## src/rtl/tcm_bankctl.sv

```systemverilog
// tcm_bankctl: Cortex-M7 TCM host port to NB interleaved 9-bit-per-byte SRAM banks, with wait states and parity
// Ports: clk/reset (async high); host side cs_i, addr_i, we_i, wd_i, waitcyc_i, even_i -> rd_o, wait_o, err_o;
// bank side ram_cs_o (one-hot), ram_addr_o, ram_we_o, ram_wd_o ({byte,parity} per byte) <- ram_rd_i (1-cycle SRAM).
// Optional background scrubber: define TCM_BANKCTL_SCRUB_EN to add scrub_en_i, scrub_errcnt_o, scrub_erraddr_o, scrub_wrap_o.
module tcm_bankctl #(
  parameter int AW = 13,
  parameter int DW = 32,
  parameter int NB = 2,
  parameter int RDW = 2,
  parameter int PW = DW / 8
) (
  input  logic                     clk,
  input  logic                     reset,
  input  logic                     even_i,
  input  logic [RDW-1:0]           waitcyc_i,
  input  logic                     cs_i,
  input  logic [AW-1:0]            addr_i,
  input  logic [DW/8-1:0]          we_i,
  input  logic [DW-1:0]            wd_i,
  output logic [DW-1:0]            rd_o,
  output logic                     wait_o,
  output logic                     err_o,
  output logic [NB-1:0]            ram_cs_o,
  output logic [AW-(NB > 1 ? $clog2(NB) : 0)-1:0] ram_addr_o,
  output logic [DW/8-1:0]          ram_we_o,
  output logic [DW+PW-1:0]         ram_wd_o,
`ifdef TCM_BANKCTL_SCRUB_EN
  input  logic                     scrub_en_i,
  output logic [15:0]              scrub_errcnt_o,
  output logic [AW-1:0]            scrub_erraddr_o,
  output logic                     scrub_wrap_o,
`endif
  input  logic [NB*(DW+PW)-1:0]    ram_rd_i
);
  localparam int BW = NB > 1 ? $clog2(NB) : 0;
  localparam int SW = BW > 0 ? BW : 1;
  localparam int RW = DW + PW;
  typedef enum logic [1:0] {IDLE, WAIT, DATA} state_t;
  state_t state, state_n;
  logic [RDW-1:0] cnt;
  logic [SW-1:0] bank_q;
  logic rd_q, even_q;
  logic [AW-1:0] addr_q;
  logic [PW-1:0] we_q;
  logic [DW-1:0] wd_q;
  logic host_ph, drive, scrub_go, rd_phase, a_ev;
  logic [AW-1:0] a_addr, scrub_addr;
  logic [PW-1:0] a_we;
  logic [RW-1:0] hw;
  function automatic logic par(input logic [7:0] b, input logic ev);
    return ev ? ^b : ~^b;
  endfunction
  function automatic logic [SW-1:0] bank_of(input logic [AW-1:0] a);
    return NB > 1 ? a[SW-1:0] : '0;
  endfunction
  function automatic logic [RW-1:0] enc(input logic [DW-1:0] d, input logic ev);
    logic [RW-1:0] r;
    r = '0;
    for (int i = 0; i < PW; i++) r[9*i +: 9] = {d[8*i +: 8], par(d[8*i +: 8], ev)};
    return r;
  endfunction
  function automatic logic [DW-1:0] strip(input logic [RW-1:0] w);
    logic [DW-1:0] r;
    r = '0;
    for (int i = 0; i < PW; i++) r[8*i +: 8] = w[9*i+1 +: 8];
    return r;
  endfunction
  function automatic logic chk(input logic [RW-1:0] w, input logic ev);
    logic e;
    e = 1'b0;
    for (int i = 0; i < PW; i++) e |= w[9*i] != par(w[9*i+1 +: 8], ev);
    return e;
  endfunction
  // cs_i is an address phase only outside WAIT; in DATA it overlaps the next access
  assign host_ph = cs_i && state != WAIT;
  assign drive = host_ph || state == WAIT || scrub_go;
  assign a_addr = host_ph ? addr_i : state == WAIT ? addr_q : scrub_addr;
  assign a_we = host_ph ? we_i : state == WAIT ? we_q : '0;
  assign a_ev = host_ph ? even_i : state == WAIT ? even_q : even_i;
  assign ram_cs_o = drive ? NB'(1) << bank_of(a_addr) : '0;
  assign ram_addr_o = a_addr[AW-1:BW];
  assign ram_we_o = drive ? a_we : '0;
  assign ram_wd_o = enc(host_ph ? wd_i : wd_q, a_ev);
  assign hw = ram_rd_i[bank_q*RW +: RW];
  assign rd_phase = state == DATA && rd_q;
  assign rd_o = rd_phase ? strip(hw) : '0;
  assign err_o = rd_phase && chk(hw, even_q);
  assign wait_o = state == WAIT;
  always_comb begin
    state_n = IDLE;
    if (host_ph) state_n = waitcyc_i == '0 ? DATA : WAIT;
    else if (state == WAIT) state_n = cnt == RDW'(1) ? DATA : WAIT;
  end
  always_ff @(posedge clk or posedge reset) begin
    if (reset) begin
      state <= IDLE;
      cnt <= '0;
      bank_q <= '0;
      rd_q <= 1'b0;
      even_q <= 1'b0;
      addr_q <= '0;
      we_q <= '0;
      wd_q <= '0;
    end else begin
      state <= state_n;
      if (host_ph) begin
        cnt <= waitcyc_i;
        bank_q <= bank_of(addr_i);
        rd_q <= we_i == '0;
        even_q <= even_i;
        addr_q <= addr_i;
        we_q <= we_i;
        wd_q <= wd_i;
      end else if (state == WAIT) cnt <= cnt - RDW'(1);
    end
  end
`ifdef TCM_BANKCTL_SCRUB_EN
  logic [AW-1:0] scrub_aq;
  logic [SW-1:0] scrub_bank;
  logic scrub_q, scrub_ev, scrub_seen;
  // scrubbing only steals idle host slots, so a scrub result is never in flight with a host read
  assign scrub_go = state != WAIT && !cs_i && scrub_en_i && waitcyc_i == '0;
  always_ff @(posedge clk or posedge reset) begin
    if (reset) begin
      scrub_addr <= '0;
      scrub_aq <= '0;
      scrub_bank <= '0;
      scrub_q <= 1'b0;
      scrub_ev <= 1'b0;
      scrub_seen <= 1'b0;
      scrub_errcnt_o <= '0;
      scrub_erraddr_o <= '0;
      scrub_wrap_o <= 1'b0;
    end else begin
      scrub_q <= scrub_go;
      scrub_wrap_o <= scrub_go && scrub_addr == '1;
      if (scrub_go) begin
        scrub_addr <= scrub_addr + AW'(1);
        scrub_aq <= scrub_addr;
        scrub_bank <= bank_of(scrub_addr);
        scrub_ev <= even_i;
      end
      if (scrub_q && chk(ram_rd_i[scrub_bank*RW +: RW], scrub_ev)) begin
        if (scrub_errcnt_o != '1) scrub_errcnt_o <= scrub_errcnt_o + 16'd1;
        if (!scrub_seen) begin
          scrub_erraddr_o <= scrub_aq;
          scrub_seen <= 1'b1;
        end
      end
    end
  end
`else
  assign scrub_go = 1'b0;
  assign scrub_addr = '0;
`endif
endmodule

```

## config.mk

```make
export PLATFORM = sky130hd
export DESIGN_NAME = tcm_bankctl
export DESIGN_NICKNAME = d
export VERILOG_FILES = /design/src/rtl/tcm_bankctl.sv
export SDC_FILE = /design/constraint.sdc
export NUM_CORES = 1
export LEC_CHECK = 0
export CORE_ASPECT_RATIO = 0.7
export CORE_MARGIN = 10
export CORE_UTILIZATION = 39
export CTS_CLUSTER_SIZE = 16
export DETAILED_ROUTE_END_ITERATION = 10
export PLACE_DENSITY = 0.89
export SYNTH_ARGS = -nofsm -noshare
export SYNTH_HDL_FRONTEND = slang
export SYNTH_SLANG_ARGS = --single-unit
```

## constraint.sdc

```tcl
create_clock -name clk -period 3.1 [get_ports clk]
set_input_delay 0.62 -clock clk [delete_from_list [all_inputs] [get_ports clk]]
set_output_delay 0.62 -clock clk [all_outputs]
set_load 0.01 [all_outputs]
```

==> impl_results.md, run 1 <==
* Status: complete, but fails checks
* Failing checks: setup timing
* Part of the cycle the worst path needs at 100%
* Nets at 803
* Synth Area in Adders at less than 1%
* R2R depth at 7
* Number of diodes at 0
* DRC violations left at 0
* Hold EP: addr_q[12]
* Netlist cell types at 30
* Mapped Area at 0.00383 mm2
* Post-synth top area share at 35.9%
* Area growth, synth to finish at 77.7%
* Crit end category: output pin
* Mapped Cells at a little over 400
* Largest family of logic cells by synthesized area: XOR/XNOR gates
* HP Class: register to register
* Leakage at 0.00314 uW
* Post-synth net total at 536
* Fin cells at 804
* Layout cells sized above 1 at 17.8%
* Hold_buf cts at 0
* Vias/cell at 4.77
* Detailed Routing Iterations Pass 1 at 4
* Clock period minus worst slack at about 3.1 ns
* Final clock skew at 0.00806 ns
* Initial DRC count at between 150 and 200
* Die ar. at 0.0143 mm2
* CTS tree: yes
* PwrDens at 1010 mW/mm2
* Final ANT Viol Nets at 0
* H-tree Lvls at 2
* Synth area leaders: dfrtp_1 (36%), mux2i_1 (12%), nand2_1 (11%), xnor2_1 (9.1%), xor2_1 (5.5%)
* Inserted Clock Buffers at 5
* Maximum clock rate at between 300 and 400 MHz
* Max_cap viols at 0
* Req. time, crit path at approximately 2.5 ns
* GP Congestion at approximately 0.87
* Reg-to-Reg Start: state[1]
* Post-Place Worst Slack at -0.763 ns
* Critical path arrival at 2.48 ns
* Initial Util at 39.7%
* Synth area leader: dfrtp_1
* Total power at 6910 uW
* Vias in the first global route at 4191
* Worst hold path cell count at 2
* Reg2reg end: wd_q[1]
* Drt total wl at 14800 um
* Ys Warns at 0
* Max-slew headroom at a little over half
* Critical path class: input pin to output pin
* Core Area at 0.00965 mm2
* Post-synth EDFFs at 0
* Vias at 3836
* Initial antenna violation count at 0
* Gr usage total at about 20%
* Synth Area in XOR/XNOR at 21.0%
* Least-Margin Pin Slew at about 0.69 ns
* Final Max Tran Viols at 0
* Final Hold Slack at roughly 0.48 ns
* DIE HEIGHT at 103 um
* First-pass GRT wire length at 22800 um
* Post-synth top cells: nand2_1 (116), dfrtp_1 (55), mux2i_1 (46)
* Fillcell total at between 700 and 800
* HPWL Detailed at 12000 um
* Simple-Gate Fraction of Synth Area at 16.6%
* Crit path max fanout at 5
* Setup TNS at -0.00186 ns
* CTS Root Cell: clkbuf_16
* Port Buffer Count at 214
* Row count at 30
* Peak supply drop at roughly 0.0011 V
* Multiplexer share of the synthesized area at 18.7%
* Clock transition at path regs at 0.08 ns
* Critical Path Source Type: input pin
* Remaining global-route overflow at 0
* Final Setup Violations at 1
* Post-synthesis sequential area ratio at 35.9%
* Drt wl/cell at 18.4 um
* Clock sinks at 55
* Die Wd at 138 um
* Cell Count Post-Placement at approximately 800
* Avg Inst Size Synth at 9.39 um2
* FFs w/ async S/R, synth at 100%
* RSZ-0062 raised after global routing: true
* Synth Area in Compound Gates at 4.05%
* Top-count cell post-synth: nand2_1
* Clock Path Buffers at 2
* Top Ports at 215
* Largest net degree at the start of global routing at 33
* #FFs+latches synth at 55
* Hold Crit Start: addr_q[12]
* Final Hold Fails at 0
* Worst Setup Slack, final at -0.00186 ns
* Reg2Reg Setup Slack at 1.50 ns
* Top_reg_cell synth: dfrtp_1
* Clock Latency Late Sink at 0.30 ns
-- through the flow --
| stage | util (%) | instance area (um2) |
|---|---|---|
| final | 70.6 | 6810 |
| after global routing | 70.6 | 6810 |
| after CTS | 69.8 | 6740 |
| after detailed placement | 67.1 | 6470 |
| after global placement | 67.1 | 6470 |
| after floorplan | - | 3830 |
-- repair_timing --
item	in CTS	in global routing
endpoints found under the hold margin	0	0
buffers inserted	5	7
pin swaps	3	3
endpoints found under the setup margin	36	5
gates resized for setup	25	15
-- metal layers --
layer | routed length (um) | global-route usage, % | part of all wire [%]
met4 | 262 | 5.25 | 1.8
met5 | 0 | 0 | 0
met1 | 5690 | 21.8 | 38
met2 | 8020 | 37.7 | 54
met3 | 812 | 5.25 | 5.5
-- logic make-up (layout without fill, tap and decap cells) --
kind of cell | count (synthesis) | after routing
compound gates | 24 | 24
xor+xnor | 76 | 76
fa+ha+maj | 1 | 1
buf+inv | 26 | 294
flops | 55 | 55
mux | 66 | 66
simple gates | 160 | 160
-- flip-flops by register name (all words and copies together), names as in the netlist --
register  count
cnt           2
we_q          4
even_q        1
state         2
wd_q         32
rd_q          1
addr_q       13
-- placed cells by master (no fill, tap or decap), drive strengths merged, types with 3 or more instances in the layout --
master | netlist | layout
xnor3 | 8 | 8
xor2 | 28 | 28
a22o | 6 | 6
clkbuf | 6 | 7
o21ai | 4 | 4
xnor2 | 40 | 40
clkinv | 1 | 3
inv | 3 | 3
mux2 | 20 | 20
dfrtp | 55 | 55
nor2 | 41 | 41
a21oi | 10 | 10
clkdlybuf4s50 | 0 | 208
nand2 | 116 | 116
buf | 16 | 71
mux2i | 46 | 46
-- critical path, stage by stage --
cell	delay, ns
clkdlybuf4s15_2	0.20
inv_2	0.07
nor2_8	0.17
buf_6	0.15
mux2_4	0.32
xnor2_2	0.16
xnor3_1	0.44
xnor3_1	0.21
buf_2	0.13
-- worst max path at each step --
stage | start | end | cells after the start
detailed placement | cs_i | ram_wd_o[9] | 9
global placement | cs_i | ram_wd_o[9] | 9
global route | state[0] | ram_wd_o[9] | 9
floorplan | cs_i | ram_wd_o[27] | 7
CTS | cs_i | ram_wd_o[27] | 9
finish | cs_i | ram_wd_o[9] | 9
-- layout make-up --
cell class	instances	area, um2	area share, %
Multi-Input combinational cell	327	2410	35.3
Inverter	4	20.0	0.294
Clock buffer	5	125	1.84
Clock inverter	3	55.1	0.809
Tap cell	128	160	2.35
Sequential cell	55	1380	20.2
Timing Repair Buffer	282	2670	39.1
-- where the power goes --
part           internal (uW)  leakage, uW  switching (uW)  total (uW)
registers               1080     0.000663             163        1240
clock network            390    0.0000868             281         671
logic                   2820      0.00239            2170        5000
Note: power is estimated with default switching activity, not from simulation.
==> inputs of run 2 (changes only) <==
--- a/config.mk
+++ b/config.mk
@@ -7,10 +7,10 @@
 export LEC_CHECK = 0
 export CORE_ASPECT_RATIO = 0.7
 export CORE_MARGIN = 10
-export CORE_UTILIZATION = 39
+export CORE_UTILIZATION = 25
 export CTS_CLUSTER_SIZE = 16
 export DETAILED_ROUTE_END_ITERATION = 10
-export PLACE_DENSITY = 0.89
+export PLACE_DENSITY = 0.64
 export SYNTH_ARGS = -nofsm -noshare
 export SYNTH_HDL_FRONTEND = slang
 export SYNTH_SLANG_ARGS = --single-unit
==> run 2 against run 1 <==
Net effect: the flow still finishes with violations (setup timing); clock skew shrank 0.0039 ns; global-route usage shrank 6.7 points; die area grew 46%; via count shrank 0.60%; core utilization shrank 23 points; total power grew 2.2%; routed wire length grew 0.45%; clock-buffer cell count is the same; design area grew 3.3%; non-clock buffer count grew 11; critical endpoint is now ram_wd_o[0]; highest routed layer unchanged.
==> impl_results.md, run 2 (synthesis gave the netlist of run 1 again) <==
* Vias/cell at 4.32
* Initial Util at about a quarter
* Gr usage total at 13.2%
* Status: complete, but fails checks
* CP max-delay cell: xnor3_1
* Final Hold Fails at 0
* Peak supply drop at 0.000836 V
* Clock sinks at 55
* Leakage at 0.00324 uW
* Initial DRC count at 182
* Max_cap viols at 0
* Reg2Reg Setup Slack at 1.49 ns
* Largest net degree at the start of global routing at 34
* Final Setup Violations at 1
* Clock Path Buffers at 2
* Layout cells sized above 1 at 19.1%
* Die Wd at 168 um
* Reg2reg end: wd_q[12]
* PwrDens at between 1000 and 1500 mW/mm2
* Core Area at between 0.01 and 0.015 mm2
* Maximum clock rate at 320 MHz
* Final ANT Viol Nets at 0
* Final Max Tran Viols at 0
* DRC violations left at 0
* Critical path class: register to output pin
* Max reg flops at 32
* Most common cell after layout, fill and taps aside: clkdlybuf4s50_1
* Crit-path cells: nand2b_4 -> clkinv_4 -> nor2_8 -> buf_6 -> buf_6 -> buf_6 -> mux2_4 -> xnor2_2 -> xnor3_1 -> xnor3_1 -> buf_2
* Top Ports at ~220
* DIE HEIGHT at 124 um
* Drt wl/cell at 16.8 um
* Max-slew headroom at between 50 and 60%
* Crit path max fanout at 4
* Detailed Routing Iterations Pass 1 at 4
* Part of the cycle the worst path needs at 101%
* Clock transition at path regs at 0.07 ns
* Row count at 37
* Final Hold Slack at around 0.48 ns
* Clock period minus worst slack at 3.12 ns
* Req. time, crit path at about 2.5 ns
* RSZ-0062 raised after global routing: true
* HP Class: register to register
* Setup TNS at -0.0230 ns
* Hold_buf cts at 0
* Largest stage delay, worst path at 0.42 ns
* Critical path arrival at 2.50 ns
* R2R depth at 10
* Area growth, synth to finish at 83.6%
* Failing checks: setup timing
* Nets at just over 800
* Vias at 3813
* Number of diodes at 0
* Fillcell total at around 1400
* Reg-to-Reg Start: state[1]
* Port Buffer Count at 214
* Crit end category: output pin
* Least-Margin Pin Slew at 0.632 ns
* Biggest register: wd_q
* Drt total wl at 14900 um
* Hold Crit Start: we_q[0]
* First-pass GRT wire length at between 20000 and 25000 um
* H-tree Lvls at 2
* Worst hold path cell count at 2
* Final clock skew at approximately 0.0041 ns
* Commonest cells after routing, fill and taps aside: clkdlybuf4s50_1 (207), nand2_1 (115), buf_4 (65), dfrtp_1 (54), mux2i_1 (46)
* CTS Root Cell: clkbuf_16
* HPWL Detailed at roughly 12000 um
* Die ar. at 0.0208 mm2
* Vias in the first global route at 4036
* Worst Setup Slack, final at -0.0230 ns
* Initial antenna violation count at 0
* Top flop regs: wd_q: 32 flops, addr_q: 13 flops, we_q: 4 flops
* Most common cell on crit path: buf_6
* Clock Latency Late Sink at 0.29 ns
* GP Congestion at 0.801
* CTS tree: yes
* Critical Path Source Type: register
* Hold EP: we_q[0]
* Inserted Clock Buffers at 5
* Remaining global-route overflow at 0
[run 2: per-stage QoR]
stage	instances	util, %	cell area [um2]	setup WS [ns]	total power (uW)
after floorplan	408	-	3830	0.386	3980
after global placement	855	44.3	6580	-0.747	6230
after detailed placement	855	44.3	6580	-0.818	6290
after CTS	875	46.2	6870	-0.104	6940
after global routing	882	47.3	7040	-0.147	7530
final	882	47.3	7040	-0.0230	7060
[run 2: where the power goes]
part           internal (uW)  switching (uW)
clock                    382             263
combinational           2970            2190
sequential              1080             183
[run 2: worst max-delay path, delay by kind of cell (launching register included)]
kind / cells / cell delay, ns
flip-flops: 1 / 0.38
buffers and inverters: 5 / 0.53
AND/OR/NAND/NOR: 2 / 0.19
multiplexers: 1 / 0.32
XOR/XNOR: 3 / 0.79
[run 2: cell type report]
cell class	count	area (um2)	share of cell area, %
Timing Repair Buffer	293	2810	39.9
Tap cell	195	244	3.47
Multi-Input combinational cell	327	2410	34.3
Sequential cell	55	1380	19.6
Clock buffer	5	125	1.78
Clock inverter	3	43.8	0.622
Inverter	4	22.5	0.320
[run 2: how the worst max path moves through the flow]
stage / start / to / slack [ns] / depth (start not counted)
global placement: cs_i / ram_wd_o[27] / -0.75 / 9
global route: state[0] / ram_wd_o[0] / -0.15 / 11
CTS: state[1] / ram_wd_o[18] / -0.10 / 9
finish: state[1] / ram_wd_o[0] / -0.02 / 11
floorplan: cs_i / ram_wd_o[27] / 0.39 / 7
detailed placement: cs_i / ram_wd_o[27] / -0.82 / 9
[run 2: timing repair]
item / 4_1_cts / 5_1_grt
pin swaps: 6 / 9
endpoints found under the hold margin: 0 / 0
setup buffers: 13 / 6
cloned: 0 / 1
resized for setup: 29 / 26
endpoints found under the setup margin: 48 / 14
[run 2: metal layers]
metal	GRT usage, %	wire (um)	vias up
li1	-	-	1889
met1	16.1	6270	1802
met2	22.8	7410	111
met3	4.22	1040	11
met4	2.49	136	0
met5	0	0	-
==> inputs of run 3 (changes only) <==
--- a/config.mk
+++ b/config.mk
@@ -14,3 +14,4 @@
 export SYNTH_ARGS = -nofsm -noshare
 export SYNTH_HDL_FRONTEND = slang
 export SYNTH_SLANG_ARGS = --single-unit
+export TNS_END_PERCENT = 100
==> results of run 3 <==
Same layout as run 2: the final DEF is identical, and so are final timing and power.
